File: src/rtl/sat_pkg.sv
// Shared constants and walker state encoding for the clause-fetch pipeline.
package sat_pkg;
   localparam int MAX_CLAUSES_PER_VARIABLE = 20;
   localparam int LITERAL_ADDRESS_WIDTH    = 11;
   localparam int CNT_WIDTH                = 5;

   typedef enum logic [1:0] {
      IDLE = 2'd0,
      WALK = 2'd1,
      DONE = 2'd2
   } walker_state_t;
endpackage

File: src/rtl/lsb_priority_encoder.sv
// Finds the index of the lowest set bit of a mask plus an any-set flag.
module lsb_priority_encoder #(
   parameter int WIDTH = 20,
   parameter int IDX_W = $clog2(WIDTH)
) (
   input  logic [WIDTH-1:0] mask,
   output logic [IDX_W-1:0] index,
   output logic             any_set
);
   always_comb begin
      index = '0;
      // Scan downward so the lowest set bit is the last assignment to stick.
      for (int i = WIDTH - 1; i >= 0; i--) begin
         if (mask[i]) index = IDX_W'(i);
      end
      any_set = |mask;
   end
endmodule

File: src/rtl/clause_list_walker.sv
// Walks a literal's clause-slot mask lowest-first, emitting base+slot per set bit,
// then pulses done_o with the number of clauses issued.
module clause_list_walker
   import sat_pkg::*;
(
   input  logic                               clk,
   input  logic                               reset_n,
   input  logic                               req_valid_i,
   output logic                               req_ready_o,
   input  logic [LITERAL_ADDRESS_WIDTH:0]     literal_i,
   input  logic [LITERAL_ADDRESS_WIDTH-1:0]   address_i,
   input  logic [MAX_CLAUSES_PER_VARIABLE-1:0] mask_i,
   input  logic                               flush_i,
   output logic                               out_valid_o,
   input  logic                               out_ready_i,
   output logic [LITERAL_ADDRESS_WIDTH-1:0]   clause_addr_o,
   output logic [CNT_WIDTH-1:0]               slot_o,
   output logic [LITERAL_ADDRESS_WIDTH:0]     literal_o,
   output logic                               done_o,
   output logic [CNT_WIDTH-1:0]               count_o
);
   walker_state_t                        state_reg, state_next;
   logic [LITERAL_ADDRESS_WIDTH-1:0]     base_reg;
   logic [MAX_CLAUSES_PER_VARIABLE-1:0]  mask_reg;
   logic [MAX_CLAUSES_PER_VARIABLE-1:0]  mask_cleared;
   logic [LITERAL_ADDRESS_WIDTH:0]       literal_reg;
   logic [CNT_WIDTH-1:0]                 counter_reg;
   logic [CNT_WIDTH-1:0]                 slot;
   logic                                 any_set;
   logic                                 accept;
   logic                                 emit;

   lsb_priority_encoder #(
      .WIDTH (MAX_CLAUSES_PER_VARIABLE),
      .IDX_W (CNT_WIDTH)
   ) u_lsb_enc (
      .mask    (mask_reg),
      .index   (slot),
      .any_set (any_set)
   );

   // Dropping the lowest set bit is the same as clearing the bit at 'slot'.
   assign mask_cleared = mask_reg & (mask_reg - MAX_CLAUSES_PER_VARIABLE'(1));
   assign accept       = (state_reg == IDLE) && req_valid_i;
   assign emit         = out_valid_o && out_ready_i;

   always_comb begin
      state_next = state_reg;
      case (state_reg)
         IDLE: if (req_valid_i) state_next = (mask_i != '0) ? WALK : DONE;
         WALK: if (out_ready_i && (mask_cleared == '0)) state_next = DONE;
         DONE: state_next = IDLE;
         default: state_next = IDLE;
      endcase
      if (flush_i) state_next = IDLE;
   end

   always_ff @(posedge clk or negedge reset_n) begin
      if (!reset_n) begin
         state_reg   <= IDLE;
         base_reg    <= '0;
         mask_reg    <= '0;
         literal_reg <= '0;
         counter_reg <= '0;
      end else begin
         state_reg <= state_next;
         if (accept && !flush_i) begin
            base_reg    <= address_i;
            mask_reg    <= mask_i;
            literal_reg <= literal_i;
            counter_reg <= '0;
         end
         // A handshake coinciding with flush still counts as delivered.
         if (emit) begin
            counter_reg <= counter_reg + CNT_WIDTH'(1);
            mask_reg    <= mask_cleared;
         end
         if (flush_i) mask_reg <= '0;
      end
   end

   assign req_ready_o   = (state_reg == IDLE);
   assign out_valid_o   = (state_reg == WALK) && any_set;
   assign done_o        = (state_reg == DONE);
   assign count_o       = counter_reg;
   assign slot_o        = slot;
   assign clause_addr_o = base_reg + LITERAL_ADDRESS_WIDTH'(slot);
   assign literal_o     = literal_reg;
endmodule

File: config.mk
export PLATFORM = sky130hd
export DESIGN_NAME = clause_list_walker
export DESIGN_NICKNAME = d
export VERILOG_FILES = /design/src/rtl/sat_pkg.sv /design/src/rtl/lsb_priority_encoder.sv /design/src/rtl/clause_list_walker.sv
export SDC_FILE = /design/constraint.sdc
export NUM_CORES = 1
export LEC_CHECK = 0
export CORE_UTILIZATION = 25
export DETAILED_ROUTE_END_ITERATION = 8
export REMOVE_ABC_BUFFERS = 1
export SLEW_MARGIN = 10
export SYNTH_ARGS = -nofsm -noshare
export SYNTH_HDL_FRONTEND = slang
export SYNTH_HIERARCHICAL = 1
export SYNTH_SLANG_ARGS = --single-unit
File: constraint.sdc
create_clock -name clk -period 7.8 [get_ports clk]
set_input_delay 2.34 -clock clk [delete_from_list [all_inputs] [get_ports clk]]
set_output_delay 2.34 -clock clk [all_outputs]
set_load 0.05 [all_outputs]
==> flow_metrics.py, run 1 <==
metrics = {
    "outcome": {
        "status": "complete, but fails checks",
        "violations": "DRC",
    },
    "worst_setup_path": {
        "slowest_stage": "clkdlybuf4s50_1",
        "max_stage_delay_ns": 0.82,
        "critPathKind": "flop to primary output",
        "critPathRequiredTime_ns": 5.46,
        "start_kind": "flop",
        "crit_fanout": 9,
        "path_buf_inv": 2,
        "endpoint_kind": "primary output",
        "crit_family": "compound AO/OA/AOI/OAI gates",
        "critPathArrivalTime_ns": 4.14,
        "path_cells": "o311ai_2 > o311ai_1 > a2111oi_2 > inv_1 > fa_1 > nor2b_1 > o21ai_0 > a21boi_0 > o2111ai_1 > xnor2_1 > clkdlybuf4s50_1",
    },
    "placed_design": {
        "io_buffers": 83,
        "dp_hpwl_mm": 6.582,
        "gp_congestion": 0.8569,
    },
    "routing": {
        "ant_nets": 0,
        "drt_iter0_drc": 152,
        "wl_per_cell_um": 15.19,
        "vias": 2939,
        "viasPerCell": 4.973,
        "wl_mm": 8.978,
        "drc": 3,
        "drt_pass1_iterations": 6,
    },
    "hold_path": {
        "hp-class": "flop to flop",
    },
    "global_routing": {
        "track_usage": 0.1500,
        "grt_max_degree": 51,
        "grt_pass1_vias": 2915,
        "grt_first_pass_wirelength_mm": 15.02,
        "grt_antenna_before_repair": 0,
        "grt_overflow": 0,
    },
    "yosys": {
        "yosysTopAreaCell": "dfrtp_1",
        "synth_cell_types": 48,
        "avgSynthCellArea_um2": 8.089,
        "synth_most_common_cell": "nand2_1",
        "yosysWarnings": 6,
        "synth_top_area_frac": 0.4158,
        "synth_seq_cells": 50,
        "async_reset_ff_frac": 1.000,
        "ys_seq_area_frac": 0.4158,
        "synth_area_leaders": "dfrtp_1 (42%), nand2_1 (11%), o21ai_0 (5.3%)",
        "synth_commonest_cells": "nand2_1 (89), dfrtp_1 (50), nor2_1 (38), o21ai_0 (32), a21oi_1 (19)",
        "synth_area_um2": 3009,
        "synth-edff-count": 0,
        "synth-main-ff-cell": "dfrtp_1",
        "synthCells": 372,
    },
    "cts": {
        "numCtsBuffers": 5,
        "cts_max_path_buffers": 2,
        "ctsHtreeMaxLevel": 2,
        "postCtsHoldBufs": 0,
        "clk_pin_slew_worst_paths_ns": 0.08,
        "clock-sinks": 50,
        "cts_root_buf": "clkbuf_16",
        "post_cts_buffers": 0,
        "cts_resized": 0,
        "insertion_delay_ns": 0.30,
        "cts_tree": "yes",
    },
    "die": {
        "initial_core_util": 0.2602,
        "die_h_um": 111.7,
        "coreArea_um2": 11560,
        "io_pins": 84,
        "dieArea_um2": 12480,
        "rows": 39,
        "die_w_um": 111.7,
    },
    "sta": {
        "fmax_ghz": 0.1544,
        "maxSlewViolCount": 0,
        "relSlewSlack": 0.3653,
        "finalHoldViolCount": 0,
        "worstMarginPinSlew_ns": 0.9471,
        "clock_skew_ns": 0.009131,
        "fin_crit_ns": 6.477,
        "setup_viol": 0,
        "final.setup.tns_ns": 0,
        "rsz0062_at_grt": "no",
        "fin_crit_sh": 0.8304,
        "holdWs_ns": 0.4768,
    },
    "final_layout": {
        "nets": 502,
        "drive_gt1_frac": 0.04911,
        "area_growth_pct": 36.92,
        "antenna_cells": 0,
        "largest_register_ffs": 20,
    },
    "power": {
        "leakagePower_uw": 0.001734,
        "ir_drop_mv": 0.1146,
        "p_per_area_nw_per_um2": 302.7,
    },
    "job": {
        "maxCapViolations": 0,
    },
}
==> worst paths after layout <==
| kind | start | end | slack, ns | cells after the start |
|---|---|---|---|---|
| hold reg to reg | literal_o[0] | literal_o[0] | 0.48 | 2 |
| max in group asynchronous | reset_n | mask_reg[19] | 5.17 | 2 |
| setup reg to reg | mask_reg[1] | mask_reg[7] | 4.69 | 7 |
| setup / recovery | mask_reg[16] | clause_addr_o[8] | 1.32 | 11 |
| min in group asynchronous | reset_n | mask_reg[13] | 2.14 | 2 |
| hold / removal | literal_o[0] | literal_o[0] | 0.48 | 2 |
==> cell usage in the layout, fill, tap and decap left out, types with 2 or more instances in the layout <==
cell type,n
nor4_4,2
nor4_1,15
nor2b_1,2
ha_1,6
or3_1,2
nor2_1,38
clkdlybuf4s50_1,82
or4_4,2
buf_4,3
dfrtp_1,50
or4_1,2
a32oi_1,3
o21ai_0,32
o2111ai_1,3
xnor2_1,8
a21boi_0,2
nand2_1,89
xor2_1,2
clkinv_4,2
a22oi_1,14
clkbuf_16,5
and3_1,5
nand2b_1,2
nor3_1,10
nor4b_2,2
inv_1,15
a21oi_1,19
nand3_1,9
==> metrics by stage <==
step | utilization | setup slack [ns] | total power, µW | instance area, µm² | cells
final | 0.3563 | 1.323 | 1247 | 4120 | 591
after global routing | 0.3563 | 0.9453 | 1320 | 4120 | 591
after CTS | 0.3563 | 1.318 | 1262 | 4120 | 591
after detailed placement | 0.3430 | 1.663 | 1024 | 3966 | 583
after global placement | 0.3430 | 1.693 | 1022 | 3966 | 583
after floorplan | - | 0.8668 | 795.0 | 2933 | 354
==> area by class of cell <==
class,count,area (µm²)
clock inverter,3,28.78
clock buffer,5,125.1
tap,143,178.9
multi-input combinational,289,1632
inverter,15,56.30
sequential,50,1251
timing repair buffer,86,848.3
fill,1186,7445
==> where the power goes <==
part / total (µW) / internal, µW / switching [µW]
logic: 662 / 231 / 431
registers: 355 / 305 / 50.0
clock network: 230 / 123 / 107
==> worst reg2reg max path, cell delays in order, from the launching register on <==
cell	delay, ns
dfrtp_1	0.75
nor4_1	0.18
nand4_1	0.18
nand4b_1	0.76
nand2_1	0.70
o21ai_0	0.19
a22oi_1	0.19
nor2_1	0.06
==> routing by layer <==
layer / part of all wire / GRT usage
met1: 0.45 / 0.1905
met2: 0.48 / 0.2526
met3: 0.043 / 0.02885
met4: 0.023 / 0.05405
met5: 0 / 0
==> logic make-up after synthesis <==
logic type / Yosys count / synth area share
adders and majority gates: 8 / 0.03493
and+or+nand+nor: 185 / 0.2944
DFF: 50 / 0.4158
buffers and inverters: 33 / 0.04407
AOI/OAI and AO/OA: 86 / 0.1817
xor gates and xnor gates: 10 / 0.02911
No activity file was read; power rests on OpenSTA's default activity.
==> run 2: changes to the inputs <==
Clock period 7.8 ns to 6.5 ns, I/O delays scaled along.
==> run 2 against run 1 <==
Net effect:
- the run still ends with DRC left
- core utilization up 0.19 points
- power up 20%
- critical path depth unchanged
- die area unchanged
- wire length up 1.2%
- count of clock-buffer cells in the layout unchanged
- first-iteration DRC count down 13%
- clock power up 20%
- setup slack worse by 0.91 ns
- global-route usage up 0.56 points
- sequential power up 19%
- via count up 1.0%
- critical endpoint is now clause_addr_o[10]
- largest cell class unchanged
- highest routed layer unchanged
==> flow_metrics.py, run 2 (synthesis results as in run 1) <==
metrics = {
    "outcome": {
        "status": "complete, but fails checks",
        "violations": "DRC",
    },
    "final_layout": {
        "final_common_cell": "nand2_1",
        "final_area_um2": 4143,
        "antenna_cells": 0,
        "final_cell_mix": "nand2_1 (89), clkdlybuf4s50_1 (82), dfrtp_1 (50)",
        "drive_gt1_frac": 0.05543,
        "multi_input_area_um2": 1632,
        "largest_register_ffs": 20,
        "register_area_um2": 1251,
        "area_growth_pct": 37.67,
        "stdcell_count": 594,
        "final_core_util": 0.3582,
        "fill_cells": 1175,
        "nets": 505,
    },
    "routing": {
        "wl_mm": 9.089,
        "wl_per_cell_um": 15.30,
        "drc": 3,
        "drt_iter0_drc": 132,
        "viasPerCell": 4.998,
        "drt_pass1_iterations": 6,
        "ant_nets": 0,
        "vias": 2969,
    },
    "sta": {
        "clock_skew_ns": 0.006764,
        "worstMarginPinSlew_ns": 0.7216,
        "finalHoldViolCount": 0,
        "fin_crit_ns": 6.084,
        "fin_crit_sh": 0.9360,
        "maxSlewViolCount": 0,
        "rsz0062_at_grt": "no",
        "fmax_ghz": 0.1644,
        "relSlewSlack": 0.5177,
        "final.setup.tns_ns": 0,
        "setup_viol": 0,
    },
    "worst_setup_path": {
        "crit_family": "compound AO/OA/AOI/OAI gates",
        "critPathKind": "flop to primary output",
        "endpoint_kind": "primary output",
        "slowest_stage": "clkdlybuf4s50_1",
        "r2r_cells": 5,
        "rr_endpoint": "state_reg[0]",
        "critPathArrivalTime_ns": 4.13,
        "max_stage_delay_ns": 0.82,
        "path_cells": "o311ai_2 > o311ai_1 > a2111oi_2 > inv_1 > fa_1 > nor2b_1 > o21ai_0 > a21boi_0 > o2111ai_1 > xnor2_1 > clkdlybuf4s50_1",
        "crit_fanout": 9,
        "worst_r2r_startpoint": "mask_reg[2]",
        "critPathRequiredTime_ns": 4.55,
        "path_buf_inv": 2,
        "start_kind": "flop",
        "r2r_slack_ns": 3.90,
    },
    "cts": {
        "ctsHtreeMaxLevel": 2,
        "clk_pin_slew_worst_paths_ns": 0.07,
        "cts_tree": "yes",
        "postCtsHoldBufs": 0,
        "insertion_delay_ns": 0.29,
        "cts_resized": 0,
        "cts_max_path_buffers": 2,
        "post_cts_buffers": 0,
        "cts_root_buf": "clkbuf_16",
        "numCtsBuffers": 5,
        "clock-sinks": 50,
    },
    "hold_path": {
        "min_to": "literal_o[3]",
        "hp-start": "literal_o[3]",
        "hp-class": "flop to flop",
        "min_path_cells": 2,
    },
    "power": {
        "ir_drop_mv": 0.1456,
        "p_per_area_nw_per_um2": 362.1,
        "leakagePower_uw": 0.001749,
        "p_total_uw": 1500,
    },
    "global_routing": {
        "grt_max_degree": 51,
        "grt_pass1_vias": 3076,
        "grt_antenna_before_repair": 0,
        "grt_first_pass_wirelength_mm": 15.60,
        "track_usage": 0.1556,
        "grt_overflow": 0,
    },
    "die": {
        "initial_core_util": 0.2602,
        "dieArea_um2": 12480,
        "die_h_um": 111.7,
        "coreArea_um2": 11560,
        "io_pins": 84,
        "die_w_um": 111.7,
        "rows": 39,
    },
    "placed_design": {
        "dp_hpwl_mm": 6.677,
        "io_buffers": 83,
        "place_area_um2": 3989,
        "gp_congestion": 0.8741,
        "dp.cells": 586,
    },
    "job": {
        "maxCapViolations": 0,
    },
}
## run 2: worst max path at each step
stage,slack [ns],from,end,cells past startpoint
after floorplan,-0.04,flush_i,count_o[2],4
after global placement,0.79,mask_reg[16],clause_addr_o[10],11
after detailed placement,0.73,mask_reg[16],clause_addr_o[10],11
after CTS,0.39,mask_reg[16],clause_addr_o[10],11
after global routing,0.09,mask_reg[16],clause_addr_o[10],11
final,0.42,mask_reg[16],clause_addr_o[10],11
## run 2: layout make-up
type,instances,area share
multi-input cells,289,0.3938
flip-flops and latches,50,0.3020
repair buffers,89,0.2102
well taps,143,0.04319
clock buffers,5,0.03020
inverters,15,0.01359
clock inverters,3,0.006947
## run 2: layer usage
layer / routed length (µm) / global-route usage
met4: 105 / 0.05225
met2: 4421 / 0.2683
met1: 4131 / 0.1968
met5: 0 / 0
met3: 431 / 0.02559
## run 2: tightest hold or removal path: cells and delay by family (launching register included)
family / cells / cell delay [ns]
flops: 1 / 0.34
simple gates: 2 / 0.10
## run 2: per-stage QoR
step	setup WS [ns]	hold WS (ns)
final	0.4162	0.4745
after detailed placement	0.7327	0.4609
after CTS	0.3919	0.4807
after floorplan	-0.04321	0.4497
after global placement	0.7903	0.4589
after global routing	0.08581	0.5099
## run 2: report_power, final
group	switching, µW	internal [µW]	leakage (µW)
sequential	58.1	366	0.000654
clock	129	148	0.0000763
combinational	519	280	0.00102
==> run 3: changes to the inputs <==
Clock period 6.5 ns to 7.3 ns, I/O delays scaled along.
==> run 3 against run 2 <==
Net effect:
- the run still ends with DRC left
- register-to-register slack better by 0.37 ns
- die area unchanged
- setup slack better by 0.57 ns
- combinational power down 11%
- largest power group unchanged
==> flow_metrics.py, run 3 (synthesis results as in run 1) <==
metrics = {
    "outcome": {
        "status": "complete, but fails checks",
        "violations": "DRC",
    },
    "global_routing": {
        "grt_overflow": 0,
        "grt_first_pass_wirelength_mm": 15.00,
        "grt_antenna_before_repair": 0,
        "grt_max_degree": 51,
        "grt_pass1_vias": 2958,
        "track_usage": 0.1512,
    },
    "worst_setup_path": {
        "path_buf_inv": 2,
        "crit_cells": 11,
        "max_stage_delay_ns": 0.82,
        "critPathArrivalTime_ns": 4.13,
        "path_cells": "o311ai_2 > o311ai_1 > a2111oi_2 > inv_1 > fa_1 > nor2b_1 > o21ai_0 > a21boi_0 > o2111ai_1 > xnor2_1 > clkdlybuf4s50_1",
        "r2r_cells": 7,
        "critPathKind": "flop to primary output",
        "start_kind": "flop",
        "slowest_stage": "clkdlybuf4s50_1",
        "crit_fanout": 9,
        "endpoint_kind": "primary output",
        "critPathRequiredTime_ns": 5.11,
        "crit_family": "compound AO/OA/AOI/OAI gates",
    },
    "cts": {
        "post_cts_buffers": 0,
        "postCtsHoldBufs": 0,
        "numCtsBuffers": 5,
        "cts_max_path_buffers": 2,
        "cts_root_buf": "clkbuf_16",
        "cts_tree": "yes",
        "clk_pin_slew_worst_paths_ns": 0.08,
        "insertion_delay_ns": 0.30,
        "cts_resized": 0,
        "clock-sinks": 50,
        "ctsHtreeMaxLevel": 2,
    },
    "routing": {
        "wl_per_cell_um": 15.28,
        "drt_pass1_iterations": 7,
        "drt_iter0_drc": 187,
        "vias": 2934,
        "wl_mm": 9.044,
        "ant_nets": 0,
        "viasPerCell": 4.956,
        "drc": 3,
    },
    "power": {
        "leakagePower_uw": 0.001740,
        "pwr-share-seq": 0.282,
        "netSwitchingFraction": 0.4712,
        "p_per_area_nw_per_um2": 323.3,
        "intPower_uw": 705.7,
        "ir_drop_mv": 0.1400,
        "p_clk_frac": 0.186,
        "p_comb_frac": 0.532,
        "power_switching_uw": 628.8,
    },
    "job": {
        "maxCapViolations": 0,
    },
    "die": {
        "die_h_um": 111.7,
        "die_w_um": 111.7,
        "dieArea_um2": 12480,
        "initial_core_util": 0.2602,
        "io_pins": 84,
        "coreArea_um2": 11560,
        "rows": 39,
    },
    "placed_design": {
        "dp_hpwl_mm": 6.519,
        "io_buffers": 83,
        "gp_congestion": 0.8509,
        "dp.cells": 584,
    },
    "final_layout": {
        "antenna_cells": 0,
        "area_growth_pct": 37.17,
        "final_core_util": 0.3569,
        "final_common_cell": "nand2_1",
        "fill_cells": 1211,
        "nets": 503,
        "drive_gt1_frac": 0.05122,
        "largest_register_ffs": 20,
        "stdcell_count": 592,
        "final_cell_mix": "nand2_1 (89), clkdlybuf4s50_1 (82), dfrtp_1 (50)",
    },
    "sta": {
        "relSlewSlack": 0.3705,
        "final.setup.tns_ns": 0,
        "rsz0062_at_grt": "no",
        "fmax_ghz": 0.1583,
        "finalHoldViolCount": 0,
        "maxSlewViolCount": 0,
        "holdWs_ns": 0.4773,
        "worstMarginPinSlew_ns": 0.9393,
        "clock_skew_ns": 0.008308,
        "setup_viol": 0,
        "fin_crit_sh": 0.8652,
        "fin_crit_ns": 6.316,
    },
    "hold_path": {
        "hp-class": "flop to flop",
        "min_path_cells": 2,
    },
}
run 3: cell type report:
class / instances / area (µm²) / area share
Inverter: 15 / 56.30 / 0.01364
Clock buffer: 5 / 125.1 / 0.03031
Sequential cell: 50 / 1251 / 0.3031
Multi-Input combinational cell: 289 / 1632 / 0.3953
Tap cell: 143 / 178.9 / 0.04335
Timing Repair Buffer: 87 / 855.8 / 0.2073
Clock inverter: 3 / 28.78 / 0.006972
run 3: path summary, 6_finish.rpt:
kind	from	end	slack (ns)
setup / recovery	mask_reg[16]	clause_addr_o[10]	0.98
hold / removal	literal_o[1]	literal_o[1]	0.48
setup reg to reg	mask_reg[7]	mask_reg[1]	4.27
hold reg to reg	literal_o[1]	literal_o[1]	0.48
max in group asynchronous	reset_n	base_reg[8]	4.84
min in group asynchronous	reset_n	mask_reg[13]	2.01
run 3: metal layers:
metal  GRT usage  vias to the layer above  routed length [µm]
li1            -                     1466                   -
met1      0.1965                     1393                4192
met2      0.2530                       65                4326
met3     0.02722                       10                 373
met4     0.04955                        0                 152
met5           0                        -                   0
run 3: tightest hold or removal path: stages, from the launching register on:
cell	delay (ns)
dfrtp_1	0.34
nand2_1	0.05
nand2_1	0.06
run 3: power by group through the flow:
stage                     combinational, µW  sequential, µW  clock (µW)
final                                   710             377         248
after CTS                               717             376         255
after detailed placement                714             380           0
after floorplan                         395             455           0
after global routing                    758             386         267
after global placement                  711             380           0
run 3: stage by stage:
stage	total power [µW]	cell area (µm²)	setup slack [ns]
after global routing	1410	4128	0.6807
after floorplan	849.4	2933	0.5168
after global placement	1091	3974	1.351
final	1334	4128	0.9838
after detailed placement	1094	3974	1.332
after CTS	1348	4128	0.9773
